===== src/rtl/avfcl_pkg.sv =====
// Shared widths, window record and FSM encoding for the IQ duration window aggregator.
// Optional per-window maximum fields appear when IQ_DUR_WIN_MAX_EN is defined.
package avfcl_pkg;

  localparam int DURATION_WIDTH = 10;
  localparam int AL_FAST_WINDOW = 128;
  localparam int WIN_LOG2_DEF   = 6;
  localparam int DROP_W_DEF     = 8;

  typedef logic [DURATION_WIDTH-1:0] dur_t;

  typedef struct packed {
    logic [DURATION_WIDTH+WIN_LOG2_DEF-1:0] sum_fast;
    logic [DURATION_WIDTH+WIN_LOG2_DEF-1:0] sum_slow;
    logic [WIN_LOG2_DEF:0]                  cnt_fast;
    logic [WIN_LOG2_DEF:0]                  cnt_slow;
`ifdef IQ_DUR_WIN_MAX_EN
    dur_t                                   max_fast;
    dur_t                                   max_slow;
`endif
  } win_rec_t;

  typedef enum logic [0:0] {ACCUM = 1'b0, HOLD = 1'b1} win_state_e;

endpackage


===== src/rtl/iq_dur_win_if.sv =====
// Sample stream in, closed-window record out. Handshake: a window transfers on every
// cycle where win_valid and win_ready are both 1; win_valid holds with stable data until then.
interface iq_dur_win_if #(
  parameter int DUR_W    = 10,
  parameter int LOG2_WIN = 6,
  parameter int DROP_W   = 8
);
  logic                      dur_valid;
  logic                      dur_slow;
  logic [DUR_W-1:0]          dur_value;
  logic                      flush;
  logic                      win_valid;
  logic                      win_ready;
  logic [DUR_W+LOG2_WIN-1:0] sum_fast;
  logic [DUR_W+LOG2_WIN-1:0] sum_slow;
  logic [LOG2_WIN:0]         cnt_fast;
  logic [LOG2_WIN:0]         cnt_slow;
  logic [DROP_W-1:0]         drop_cnt;
`ifdef IQ_DUR_WIN_MAX_EN
  logic [DUR_W-1:0]          max_fast;
  logic [DUR_W-1:0]          max_slow;
`endif

  modport master (
    output dur_valid, dur_slow, dur_value, flush, win_ready,
    input  win_valid, sum_fast, sum_slow, cnt_fast, cnt_slow, drop_cnt
`ifdef IQ_DUR_WIN_MAX_EN
    , input max_fast, max_slow
`endif
  );

  modport slave (
    input  dur_valid, dur_slow, dur_value, flush, win_ready,
    output win_valid, sum_fast, sum_slow, cnt_fast, cnt_slow, drop_cnt
`ifdef IQ_DUR_WIN_MAX_EN
    , output max_fast, max_slow
`endif
  );
endinterface


===== src/rtl/iq_dur_acc.sv =====
// Per-class sum/count (and, with IQ_DUR_WIN_MAX_EN, maximum) accumulator.
// The *_o totals already include the current sample so a closing window can capture it.
module iq_dur_acc
  import avfcl_pkg::*;
#(
  parameter int DUR_W    = DURATION_WIDTH,
  parameter int LOG2_WIN = WIN_LOG2_DEF
) (
  input  logic                      clk,
  input  logic                      reset_n,
  input  logic                      en_i,
  input  logic                      clr_i,
  input  logic [DUR_W-1:0]          val_i,
  output logic [DUR_W+LOG2_WIN-1:0] sum_o,
  output logic [LOG2_WIN:0]         cnt_o,
  output logic [LOG2_WIN:0]         cnt_held_o
`ifdef IQ_DUR_WIN_MAX_EN
  , output logic [DUR_W-1:0]        max_o
`endif
);
  localparam int SUM_W = DUR_W + LOG2_WIN;

  logic [SUM_W-1:0]    sum_q, sum_d;
  logic [LOG2_WIN:0]   cnt_q, cnt_d;

  always_comb begin
    sum_d = sum_q;
    cnt_d = cnt_q;
    if (en_i) begin
      sum_d = sum_q + {{LOG2_WIN{1'b0}}, val_i};
      cnt_d = cnt_q + 1'b1;
    end
  end

  always_ff @(posedge clk or negedge reset_n) begin
    if (!reset_n) begin
      sum_q <= '0;
      cnt_q <= '0;
    end else if (clr_i) begin
      sum_q <= '0;
      cnt_q <= '0;
    end else begin
      sum_q <= sum_d;
      cnt_q <= cnt_d;
    end
  end

  assign sum_o      = sum_d;
  assign cnt_o      = cnt_d;
  assign cnt_held_o = cnt_q;

`ifdef IQ_DUR_WIN_MAX_EN
  logic [DUR_W-1:0] max_q, max_d;

  always_comb begin
    max_d = max_q;
    if (en_i && (val_i > max_q)) max_d = val_i;
  end

  always_ff @(posedge clk or negedge reset_n) begin
    if (!reset_n)   max_q <= '0;
    else if (clr_i) max_q <= '0;
    else            max_q <= max_d;
  end

  assign max_o = max_d;
`endif
endmodule


===== src/rtl/iq_dur_win.sv =====
// Windowed fast/slow IQ duration aggregator with a one-deep output register and drop counter.
// Defining IQ_DUR_WIN_MAX_EN adds per-window max_fast/max_slow to the output record.
module iq_dur_win
  import avfcl_pkg::*;
#(
  parameter int DUR_W    = DURATION_WIDTH,
  parameter int LOG2_WIN = WIN_LOG2_DEF,
  parameter int DROP_W   = DROP_W_DEF
) (
  input  logic           clk,
  input  logic           reset_n,
  iq_dur_win_if.slave    bus,
  output logic [0:0]     state_dbg_o
);
  localparam int SUM_W = DUR_W + LOG2_WIN;
  localparam int CNT_W = LOG2_WIN + 1;
  localparam int TOT_W = CNT_W + 1;
  localparam logic [0:0] ST_ACCUM = ACCUM;
  localparam logic [0:0] ST_HOLD  = HOLD;

  logic             take_fast, take_slow;
  logic [SUM_W-1:0] acc_sum_f, acc_sum_s;
  logic [CNT_W-1:0] acc_cnt_f, acc_cnt_s, held_cnt_f, held_cnt_s;
  logic [TOT_W-1:0] total;
  logic             close_win, load, drop_inc;
  logic [0:0]       state_q, state_d;
  logic [SUM_W-1:0] sum_fast_q, sum_slow_q;
  logic [CNT_W-1:0] cnt_fast_q, cnt_slow_q;
  logic [DROP_W-1:0] drop_q;

  assign take_fast = bus.dur_valid & ~bus.dur_slow;
  assign take_slow = bus.dur_valid &  bus.dur_slow;

`ifdef IQ_DUR_WIN_MAX_EN
  logic [DUR_W-1:0] acc_max_f, acc_max_s, max_fast_q, max_slow_q;
`endif

  iq_dur_acc #(.DUR_W(DUR_W), .LOG2_WIN(LOG2_WIN)) u_acc_fast (
    .clk(clk), .reset_n(reset_n), .en_i(take_fast), .clr_i(close_win),
    .val_i(bus.dur_value), .sum_o(acc_sum_f), .cnt_o(acc_cnt_f), .cnt_held_o(held_cnt_f)
`ifdef IQ_DUR_WIN_MAX_EN
    , .max_o(acc_max_f)
`endif
  );

  iq_dur_acc #(.DUR_W(DUR_W), .LOG2_WIN(LOG2_WIN)) u_acc_slow (
    .clk(clk), .reset_n(reset_n), .en_i(take_slow), .clr_i(close_win),
    .val_i(bus.dur_value), .sum_o(acc_sum_s), .cnt_o(acc_cnt_s), .cnt_held_o(held_cnt_s)
`ifdef IQ_DUR_WIN_MAX_EN
    , .max_o(acc_max_s)
`endif
  );

  // A flush only closes a window that holds at least one sample, counting the current one.
  assign total     = {1'b0, held_cnt_f} + {1'b0, held_cnt_s} + TOT_W'(bus.dur_valid);
  assign close_win = (total == TOT_W'(1 << LOG2_WIN)) || (bus.flush && (total != '0));

  always_comb begin
    state_d  = state_q;
    load     = 1'b0;
    drop_inc = 1'b0;
    case (state_q)
      ST_ACCUM: begin
        if (close_win) begin
          load    = 1'b1;
          state_d = ST_HOLD;
        end
      end
      default: begin
        if (close_win && bus.win_ready) load = 1'b1;
        else if (close_win)             drop_inc = 1'b1;
        else if (bus.win_ready)         state_d = ST_ACCUM;
      end
    endcase
  end

  always_ff @(posedge clk or negedge reset_n) begin
    if (!reset_n) begin
      state_q    <= ST_ACCUM;
      sum_fast_q <= '0;
      sum_slow_q <= '0;
      cnt_fast_q <= '0;
      cnt_slow_q <= '0;
      drop_q     <= '0;
    end else begin
      state_q <= state_d;
      if (load) begin
        sum_fast_q <= acc_sum_f;
        sum_slow_q <= acc_sum_s;
        cnt_fast_q <= acc_cnt_f;
        cnt_slow_q <= acc_cnt_s;
      end
      if (drop_inc && (drop_q != '1)) drop_q <= drop_q + 1'b1;
    end
  end

`ifdef IQ_DUR_WIN_MAX_EN
  always_ff @(posedge clk or negedge reset_n) begin
    if (!reset_n) begin
      max_fast_q <= '0;
      max_slow_q <= '0;
    end else if (load) begin
      max_fast_q <= acc_max_f;
      max_slow_q <= acc_max_s;
    end
  end

  assign bus.max_fast = max_fast_q;
  assign bus.max_slow = max_slow_q;
`endif

  assign bus.win_valid = (state_q == ST_HOLD);
  assign bus.sum_fast  = sum_fast_q;
  assign bus.sum_slow  = sum_slow_q;
  assign bus.cnt_fast  = cnt_fast_q;
  assign bus.cnt_slow  = cnt_slow_q;
  assign bus.drop_cnt  = drop_q;
  assign state_dbg_o   = state_q;
endmodule


===== src/flat_wrapper.sv =====
// flat-port wrapper written by rule: the top's interface ports become plain ports
module iq_dur_win_flat import avfcl_pkg::*;
#(
  parameter int DUR_W    = DURATION_WIDTH,
  parameter int LOG2_WIN = WIN_LOG2_DEF,
  parameter int DROP_W   = DROP_W_DEF
)
  (clk, reset_n, state_dbg_o, bus_dur_valid, bus_dur_slow, bus_dur_value, bus_flush, bus_win_ready, bus_win_valid, bus_sum_fast, bus_sum_slow, bus_cnt_fast, bus_cnt_slow, bus_drop_cnt);
  iq_dur_win_if #(.DUR_W(DUR_W), .LOG2_WIN(LOG2_WIN), .DROP_W(DROP_W)) bus_i ();
  input  logic clk;
  input  logic reset_n;
  output logic [0:0] state_dbg_o;
  input wire logic [$bits(bus_i.dur_valid)-1:0] bus_dur_valid;
  input wire logic [$bits(bus_i.dur_slow)-1:0] bus_dur_slow;
  input wire logic [$bits(bus_i.dur_value)-1:0] bus_dur_value;
  input wire logic [$bits(bus_i.flush)-1:0] bus_flush;
  input wire logic [$bits(bus_i.win_ready)-1:0] bus_win_ready;
  output wire logic [$bits(bus_i.win_valid)-1:0] bus_win_valid;
  output wire logic [$bits(bus_i.sum_fast)-1:0] bus_sum_fast;
  output wire logic [$bits(bus_i.sum_slow)-1:0] bus_sum_slow;
  output wire logic [$bits(bus_i.cnt_fast)-1:0] bus_cnt_fast;
  output wire logic [$bits(bus_i.cnt_slow)-1:0] bus_cnt_slow;
  output wire logic [$bits(bus_i.drop_cnt)-1:0] bus_drop_cnt;
  assign bus_i.dur_valid = bus_dur_valid;
  assign bus_i.dur_slow = bus_dur_slow;
  assign bus_i.dur_value = bus_dur_value;
  assign bus_i.flush = bus_flush;
  assign bus_i.win_ready = bus_win_ready;
  assign bus_win_valid = bus_i.win_valid;
  assign bus_sum_fast = bus_i.sum_fast;
  assign bus_sum_slow = bus_i.sum_slow;
  assign bus_cnt_fast = bus_i.cnt_fast;
  assign bus_cnt_slow = bus_i.cnt_slow;
  assign bus_drop_cnt = bus_i.drop_cnt;
  iq_dur_win #(.DUR_W(DUR_W), .LOG2_WIN(LOG2_WIN), .DROP_W(DROP_W)) u_core (.clk(clk), .reset_n(reset_n), .bus(bus_i), .state_dbg_o(state_dbg_o));
endmodule

===== config.mk =====
export PLATFORM = sky130hd
export DESIGN_NAME = iq_dur_win_flat
export DESIGN_NICKNAME = d
export VERILOG_FILES = /design/src/rtl/avfcl_pkg.sv /design/src/rtl/iq_dur_win_if.sv /design/src/rtl/iq_dur_acc.sv /design/src/rtl/iq_dur_win.sv /design/src/flat_wrapper.sv
export SDC_FILE = /design/constraint.sdc
export NUM_CORES = 1
export LEC_CHECK = 0
export CAP_MARGIN = 20
export CORE_AREA = 3 3 113 115
export CTS_BUF_LIST = sky130_fd_sc_hd__clkbuf_4 sky130_fd_sc_hd__clkbuf_8
export CTS_CLUSTER_SIZE = 14
export DETAILED_ROUTE_END_ITERATION = 10
export DIE_AREA = 0 0 116 118
export HOLD_SLACK_MARGIN = 0.15
export PLACE_DENSITY = 0.82
export SETUP_SLACK_MARGIN = 0.4
export SLEW_MARGIN = 20
export SYNTH_ARGS = -nofsm -noshare
export SYNTH_HDL_FRONTEND = slang
export SYNTH_HIERARCHICAL = 1
export SYNTH_SLANG_ARGS = --single-unit

===== constraint.sdc =====
create_clock -name clk -period 3.42 [get_ports clk]
set_clock_uncertainty 0.05 [all_clocks]
set_input_delay 0.684 -clock clk [delete_from_list [all_inputs] [get_ports clk]]
set_output_delay 0.684 -clock clk [all_outputs]
set_load 0.03 [all_outputs]

==> run summary, run 1 <==
The number of global-route vias before repair came out at 5056. At the later pin of the worst-skew pair, clock insertion delay measures 0.38 ns. The average wire length per cell after detail routing was 18.7 um; the number of placement rows was 40. The flow ran to the end, and the final reports show no timing, DRC or antenna violations. From synthesis to final layout, the design area changed by 26.3%. The number of setup violations in the final report was 0; the transition time of the tightest slew-check pin was 0.661 ns. The vertical die dimension is 118 um. The estimated wirelength of the detail-placed design came out at 10200 um.

For the number of clock sinks, the log shows 101. Post-layout utilization of the core: 0.660. The worst setup path is of the input pin to register kind. The average footprint of a synthesized cell is 10.9 um^2, and the buffers plus inverters on the worst setup path is 5. The count of routing violations after the opening detailed-route iteration was 265. The root buffer cell chosen for the clock tree is sky130_fd_sc_hd__clkbuf_8.

For the required time of the critical path, the log shows 3.71 ns. The worst hold path belongs to the class input pin to async pin. Buffers inserted during clock tree synthesis total 9. In this run, distinct cell masters in the synthesized netlist total 57. The arrival time of the worst setup path was 3.65 ns; the initial antenna violation count was 0.

At the end of routability-driven placement, the weighted congestion stood at 0.922. The final global-route overflow total was 0; the non-filler instance count after layout was 828. Max-cap violations in this run came to 0. Setup repair after global routing could not meet its margin everywhere. Yosys mapped a number of flops with a built-in enable equal to 0. For this run, design rule violations remaining after detail routing come to 0. The worst setup path is launched from an input pin.

Power spread over the standard cell area amounts to 812 nW/um^2. Combinational share of power: 0.620. Post-synthesis async set-or-reset flop share: 1.00. Entering global routing, the biggest net connects 54 pins. The maximum buffer depth of the clock tree was 2. The first global-routing pass estimated 25100 um of wire. The count of buffers added on input and output ports is 71.

From left edge to right edge, the die measures 116 um. The tools report the achievable frequency as 297 MHz. The number of antenna-violating nets in the routed design was 0; the largest stage delay on the critical path was 0.53 ns.

For the CTS H-tree depth, the log shows 3. Combined global-route utilization of all metal layers: 0.229. Including well taps, the total number of placed cells is 791. The slowest stage of the critical path is the sky130_fd_sc_hd__or4_4 cell. In the layout the commonest cells are sky130_fd_sc_hd__dfrtp_1 (101), sky130_fd_sc_hd__clkdlybuf4s50_1 (69), sky130_fd_sc_hd__mux2_4 (53), sky130_fd_sc_hd__nand2_1 (40). The area of the mapped netlist is 6230 um^2.

After floorplanning, the core was sized to cover 11900 um^2. The layout net count was 725; the portion of the clock cycle consumed by the worst path in the final layout was 0.984. The filler cell count in the final layout was 902; the clock slew seen by the registers of the worst setup and hold paths was 0.10 ns. Of all nets on the critical path, the largest fanout is 5. The tools report the starting density of the core as 0.523.

The logs give 0.559 for the worst slew margin relative to its limit and 0 for the count of antenna diodes in the layout. The run gives 0.406 as the portion of the post-synthesis area used by sequential elements. The internal portion of the total power is 3.77 mW.

In this run, synthesis produced a sequential element count of 101. In the synthesized netlist the dominant register cell turns out to be sky130_fd_sc_hd__dfrtp_1. The run gives 5 as the detailed-routing iteration count for the pre-antenna-repair pass. For this block, the routed nets add up to 15500 um of wire. The Yosys warning count came out at 6.

The tools report the type of element capturing the critical path as a register. Dividing the detail-routed via count by the number of cells gives 5.86. Pin placement for this block handled 72 I/O pins. The count of endpoints failing hold in the final timing report is 0.

The number of pins with negative max-slew slack in the final report was 0. The storage element area is 2530 um^2, and the cell count after synthesis is 572. The clock network power share was 0.113; the switching part of the total was 0.409. The number of nets in the synthesized netlist is 621. For the vias after detailed routing, the log shows 4854. Among cell families on the critical path, the largest total delay comes from simple AND/OR/NAND/NOR gates.

The run gives 2.61 mW as the switching power. In the final layout, the multi-input gates occupy 3730 um^2. TritonCTS built the clock tree. The smallest clock period supported by the final layout is computed as 3.37 ns. The floorplan step defined a die boundary enclosing 13700 um^2.

The fraction of layout cells with a size suffix above 1 is 0.282. Walking the worst path, the cells encountered are buf_4, inv_12, fa_2, inv_2, fa_2, a21o_2, a211oi_2, a21oi_1, or4_4, nor2_8, buf_6, mux2_4, buf_6, nor2b_1, mux2_4. Leaving out fill and tap cells, the most frequent cell in the layout is sky130_fd_sc_hd__dfrtp_1.

Across the VDD grid, the largest voltage drop is 0.604 mV. The worst hold slack is 0.266 ns, and the leakage power is 3.69 nW. The sequential group share of total power came out at 0.267.
## Yosys cell counts (13+ instances only)
cell type,count,area share
sky130_fd_sc_hd__mux2_2,26,0.047
sky130_fd_sc_hd__dfrtp_1,101,0.41
sky130_fd_sc_hd__nand2_1,40,0.024
sky130_fd_sc_hd__ha_1,29,0.058
sky130_fd_sc_hd__nor2b_1,33,0.033
sky130_fd_sc_hd__a21oi_1,29,0.023
sky130_fd_sc_hd__nor2_1,36,0.022
sky130_fd_sc_hd__o21ai_0,24,0.019
sky130_fd_sc_hd__nand3_1,16,0.013
sky130_fd_sc_hd__xnor2_1,21,0.030
sky130_fd_sc_hd__mux2_4,43,0.10
sky130_fd_sc_hd__xor2_1,17,0.024
sky130_fd_sc_hd__inv_1,13,0.0078
## kinds of logic after synthesis
group,share of synthesized area
xor+xnor,0.0535
simple gates,0.156
mux,0.162
buf+inv,0.0364
flops,0.406
compound gates,0.115
fa+ha+maj,0.0711
## power groups by stage
stage,Clock [mW],Combinational [mW],Sequential [mW]
5_1_grt,0.791,4.20,1.74
6_report,0.724,3.96,1.70
3_3_place_gp,0,2.92,1.71
4_1_cts,0.742,3.69,1.70
2_1_floorplan,0,1.96,1.99
3_5_place_dp,0,3.01,1.72
## worst paths after layout
| check | start | endpoint | slack, ns | depth (start not counted) |
|---|---|---|---|---|
| max | bus_dur_valid | u_core/u_acc_slow/sum_q[12] | 0.05 | 15 |
| min | reset_n | u_core/bus.drop_cnt[5] | 0.27 | 1 |
| max reg2reg | u_core/u_acc_slow/cnt_held_o[0] | u_core/u_acc_slow/sum_q[12] | 0.06 | 14 |
| min reg2reg | u_core/bus.cnt_fast[5] | u_core/bus.cnt_fast[5] | 0.47 | 1 |
| max in group asynchronous | reset_n | u_core/u_acc_fast/sum_q[9] | 2.35 | 2 |
| min in group clk | u_core/bus.cnt_fast[5] | u_core/bus.cnt_fast[5] | 0.47 | 1 |
## state kept, by name, summed over array words and instances (netlist names)
| register | flops |
|---|---|
| u_core/bus.sum_fast | 16 |
| u_core/bus.sum_slow | 16 |
| u_core/u_acc_fast/sum_q | 16 |
| u_core/u_acc_slow/sum_q | 16 |
| u_core/bus.drop_cnt | 8 |
| u_core/bus.cnt_fast | 7 |
| u_core/bus.cnt_slow | 7 |
| u_core/u_acc_fast/cnt_held_o | 7 |
| u_core/u_acc_slow/cnt_held_o | 7 |
| u_core/bus.win_valid | 1 |
## worst reg2reg max path, cell delays in order (launching register included)
cell and delay (ns):
sky130_fd_sc_hd__dfrtp_1 0.41, sky130_fd_sc_hd__inv_2 0.07, sky130_fd_sc_hd__fa_2 0.21, sky130_fd_sc_hd__inv_2 0.04, sky130_fd_sc_hd__fa_2 0.35, sky130_fd_sc_hd__a21o_2 0.22
sky130_fd_sc_hd__a211oi_2 0.22, sky130_fd_sc_hd__a21oi_1 0.07, sky130_fd_sc_hd__or4_4 0.53, sky130_fd_sc_hd__nor2_8 0.18, sky130_fd_sc_hd__buf_6 0.12, sky130_fd_sc_hd__mux2_4 0.37
sky130_fd_sc_hd__buf_6 0.15, sky130_fd_sc_hd__nor2b_1 0.15, sky130_fd_sc_hd__mux2_4 0.17
## metrics by stage
stage / TNS [ns] / setup slack (ns) / power (mW) / instance area, um^2
final: 0 / 0.0546 / 6.38 / 7860
after global routing: -0.00706 / -0.00706 / 6.73 / 7860
after CTS: 0 / 0.176 / 6.14 / 7710
after detailed placement: -75.02 / -0.895 / 4.74 / 7190
after global placement: -67.90 / -0.763 / 4.63 / 7190
after floorplan: -7.00 / -0.160 / 3.95 / 6270
## metal layers
metal	vias to the layer above	global-route usage	wire length, um
met1	2430	0.305	6740
met4	0	0.0783	352
met3	30	0.0458	720
met2	147	0.370	7690
li1	2247	-	-
met5	-	0	0
## cell type report
type	instances	area share
clock buffers	11	0.0185
well taps	147	0.0234
inverters	15	0.00875
flip-flops and latches	101	0.321
repair buffers	111	0.149
clock inverters	5	0.00446
multi-input cells	438	0.474
## what timing repair did
action,CTS,global route
cloned,4,0
pin swaps,3,5
resized for setup,46,31
hold buffers,0,0
endpoints found under the setup margin,101,101
buffers inserted,16,1
Note: power is estimated with default switching activity, not from simulation.
==> run 2, diff against run 1 <==
CAP_MARGIN = 5   (was 20)
CORE_AREA = 3 3 129 131   (was 3 3 113 115)
DIE_AREA = 0 0 132 134   (was 0 0 116 118)
PLACE_DENSITY = 0.66   (was 0.82)
==> run summary, run 2 (synthesized netlist as in run 1, its figures left out) <==
The post-route setup TNS was 0 ns (unchanged); the final RePlAce weighted congestion was 0.883 (-4.3%). The clock slew seen by the registers of the worst setup and hold paths came out at 0.09 ns (about the same). The fraction of layout cells with a size suffix above 1 was 0.286 (+0.00378). The minimum period implied by the final worst setup slack is 3.29 ns (-0.0785 ns). The latest clock arrival within the worst-skew pair is 0.38 ns (about the same). Kind of start point of the critical path: a register. Vias after detailed routing: 4882 (+0.58%). The initial antenna violation count came out at 0 (unchanged). The run gives 0 (unchanged) as the number of hold buffers added after CTS. Final routed wirelength across all metal layers: 15700 um (+1.4%). Post-detailed-route via-to-cell ratio: 5.41 (-7.7%). The logs give 730 (+0.69%) for the layout net count and 72 (unchanged) for the number of placed I/O pins.

The required time of the critical path was 3.63 ns (-0.08 ns); the switching power was 2.66 mW (+1.8%). The run gives 54 (unchanged) as the largest net degree at the start of global routing. The run gives 0.583 mV (-3.4%) as the worst supply voltage drop on vdd. The core box area is 15700 um^2 (+32%). From synthesis to final layout, the design area changed by 30.9%. For this design, the slowest cell found on the critical path is sky130_fd_sc_hd__or4_4. The average wire length per cell after detail routing was 17.4 um (-6.9%); the worst slew margin relative to its limit was 0.577 (+0.0180). The run finished with clean final reports.

In the layout the commonest cells are sky130_fd_sc_hd__dfrtp_1 (101), sky130_fd_sc_hd__clkdlybuf4s50_1 (69), sky130_fd_sc_hd__mux2_4 (48), sky130_fd_sc_hd__nand2_1 (40), sky130_fd_sc_hd__nor2_1 (34). The number of clock sinks came out at 101 (unchanged). The combinational share of power is 0.639 (+0.019). Number of remaining DRC errors: 0 (unchanged). The final global-route overflow total was 0 (unchanged). The logs give 0 (unchanged) for the count of endpoints failing hold in the final timing report and 0.106 (-0.007) for the clock network power share. The chip width is 132 um (+14%). The filler cell count in the final layout is 1312 (+45%).

Setup repair after global routing could not meet its margin everywhere. The number of antenna-violating nets in the routed design was 0 (unchanged); the number of I/O port buffers was 71 (unchanged). The largest stage delay on the critical path works out to 0.55 ns (+0.02 ns). For the maximum buffer depth of the clock tree, the log shows 2 (unchanged). The max-cap violation count was 0 (unchanged).

Detailed-routing iteration count for the pre-antenna-repair pass: 6 (+1). For the combined global-route utilization of all metal layers, the log shows 0.181 (-0.0479). The vertical die dimension was 134 um (+14%).

The sequential group share of total power was 0.255 (-0.012); the achievable frequency was 304 MHz (+2.4%). For the total placed instance area, the log shows 7270 um^2 (+1.2%). The critical-path maximum fanout was 8 (+3). The switching part of the total came out at 0.397 (-0.0118). The tools report the multi-input combinational cell area as 3690 um^2 (-1.1%). The number of placement rows is 46 (+15%).

The power per unit of standard cell area works out to 821 nW/um^2 (+1.2%). Kind of critical path: register to register. The tools report the leakage power as 3.77 nW (+2.3%). The global-route wire length before repair was 25800 um (+2.8%); the starting density of the core was 0.396 (-0.126). Number of global-route vias before repair: 5009 (-0.93%). The finished layout cell area is 8150 um^2 (+3.7%). The count of routing violations after the opening detailed-route iteration was 366 (+38%); the count of antenna diodes in the layout was 0 (unchanged).

TritonCTS built the clock tree. The cell depth of the worst flop-to-flop path is 13 (-1), and the arrival time of the worst setup path is 3.50 ns (-0.15 ns). The critical path goes through inv_2, fa_2, inv_2, fa_2, a21o_2, a211oi_2, a21oi_1, or4_4, nor2_8, mux2_4, buf_12, buf_12, mux2_4.

The run gives 2530 um^2 (unchanged) as the storage element area. The number of buffers added by the clock tree synthesis step is 9 (unchanged), and the estimated wirelength of the detail-placed design is 10200 um (+0.40%). The portion of the clock cycle consumed by the worst path in the final layout works out to 0.961 (-0.0230).

Leaving out fill and tap cells, the most frequent cell in the layout is sky130_fd_sc_hd__dfrtp_1. The tools report the die area as 17700 um^2 (+29%). The transition time of the tightest slew-check pin is 0.634 ns (-0.0270 ns), and the CTS H-tree depth is 3 (unchanged). The number of setup violations in the final report is 0 (unchanged). The number of pins with negative max-slew slack in the final report is 0 (unchanged). The type of element capturing the critical path is a register. The tightest min-delay check is of the input pin to async pin type. For the cell-internal power, the log shows 4.04 mW (+7.0%). The tree is rooted in a sky130_fd_sc_hd__clkbuf_8.
## run 2: area by class of cell
class,instances,area share
clock buffers,13,0.0189
inverters,15,0.00844
multi-input cells,435,0.453
repair buffers,119,0.174
flip-flops and latches,101,0.310
well taps,216,0.0332
clock inverters,3,0.00276
## run 2: path summary, 6_finish.rpt
kind | from | endpoint | slack, ns
max | u_core/u_acc_slow/cnt_held_o[0] | u_core/bus.cnt_slow[3] | 0.13
min | reset_n | u_core/bus.drop_cnt[6] | 0.27
max reg2reg | u_core/u_acc_slow/cnt_held_o[0] | u_core/bus.cnt_slow[3] | 0.13
min reg2reg | u_core/bus.drop_cnt[4] | u_core/bus.drop_cnt[4] | 0.45
max in group asynchronous | reset_n | u_core/bus.sum_fast[5] | 2.34
min in group clk | u_core/bus.drop_cnt[4] | u_core/bus.drop_cnt[4] | 0.45
## run 2: per-layer routing
metal / vias up / share of wire / track usage
met5: - / 0 / 0
met4: 0 / 0.031 / 0.0758
met3: 42 / 0.049 / 0.0386
met2: 168 / 0.47 / 0.292
met1: 2415 / 0.44 / 0.237
li1: 2257 / - / -
## run 2: metrics by stage
stage	cells	util	power, mW	hold WS, ns	setup WS [ns]
after floorplan	572	-	3.95	0.338	-0.160
after global placement	858	0.463	4.65	0.427	-0.690
after detailed placement	858	0.463	4.72	0.442	-0.743
after CTS	899	0.506	6.44	0.285	0.159
after global routing	902	0.519	7.09	0.310	0.00650
final	902	0.519	6.69	0.266	0.133
## run 2: power by group through the flow
| stage | Clock [mW] | Combinational, mW | Sequential (mW) |
|---|---|---|---|
| after floorplan | 0 | 1.96 | 1.99 |
| after global placement | 0 | 2.93 | 1.71 |
| after detailed placement | 0 | 3.01 | 1.72 |
| after CTS | 0.743 | 4.00 | 1.70 |
| after global routing | 0.792 | 4.55 | 1.75 |
| final | 0.710 | 4.28 | 1.70 |
## run 2: worst max-delay path, delay by kind of cell (launching register included)
family / cells / cell delay, ns
buf+inv: 4 / 0.41
mux: 2 / 0.64
flops: 1 / 0.40
simple gates: 2 / 0.66
fa+ha+maj: 2 / 0.55
compound gates: 3 / 0.47
## run 2: what timing repair did
item	in CTS	in global routing
resized for setup	44	31
buffers inserted	16	1
setup endpoints to repair	101	101
cloned	9	2
pin swaps	9	2
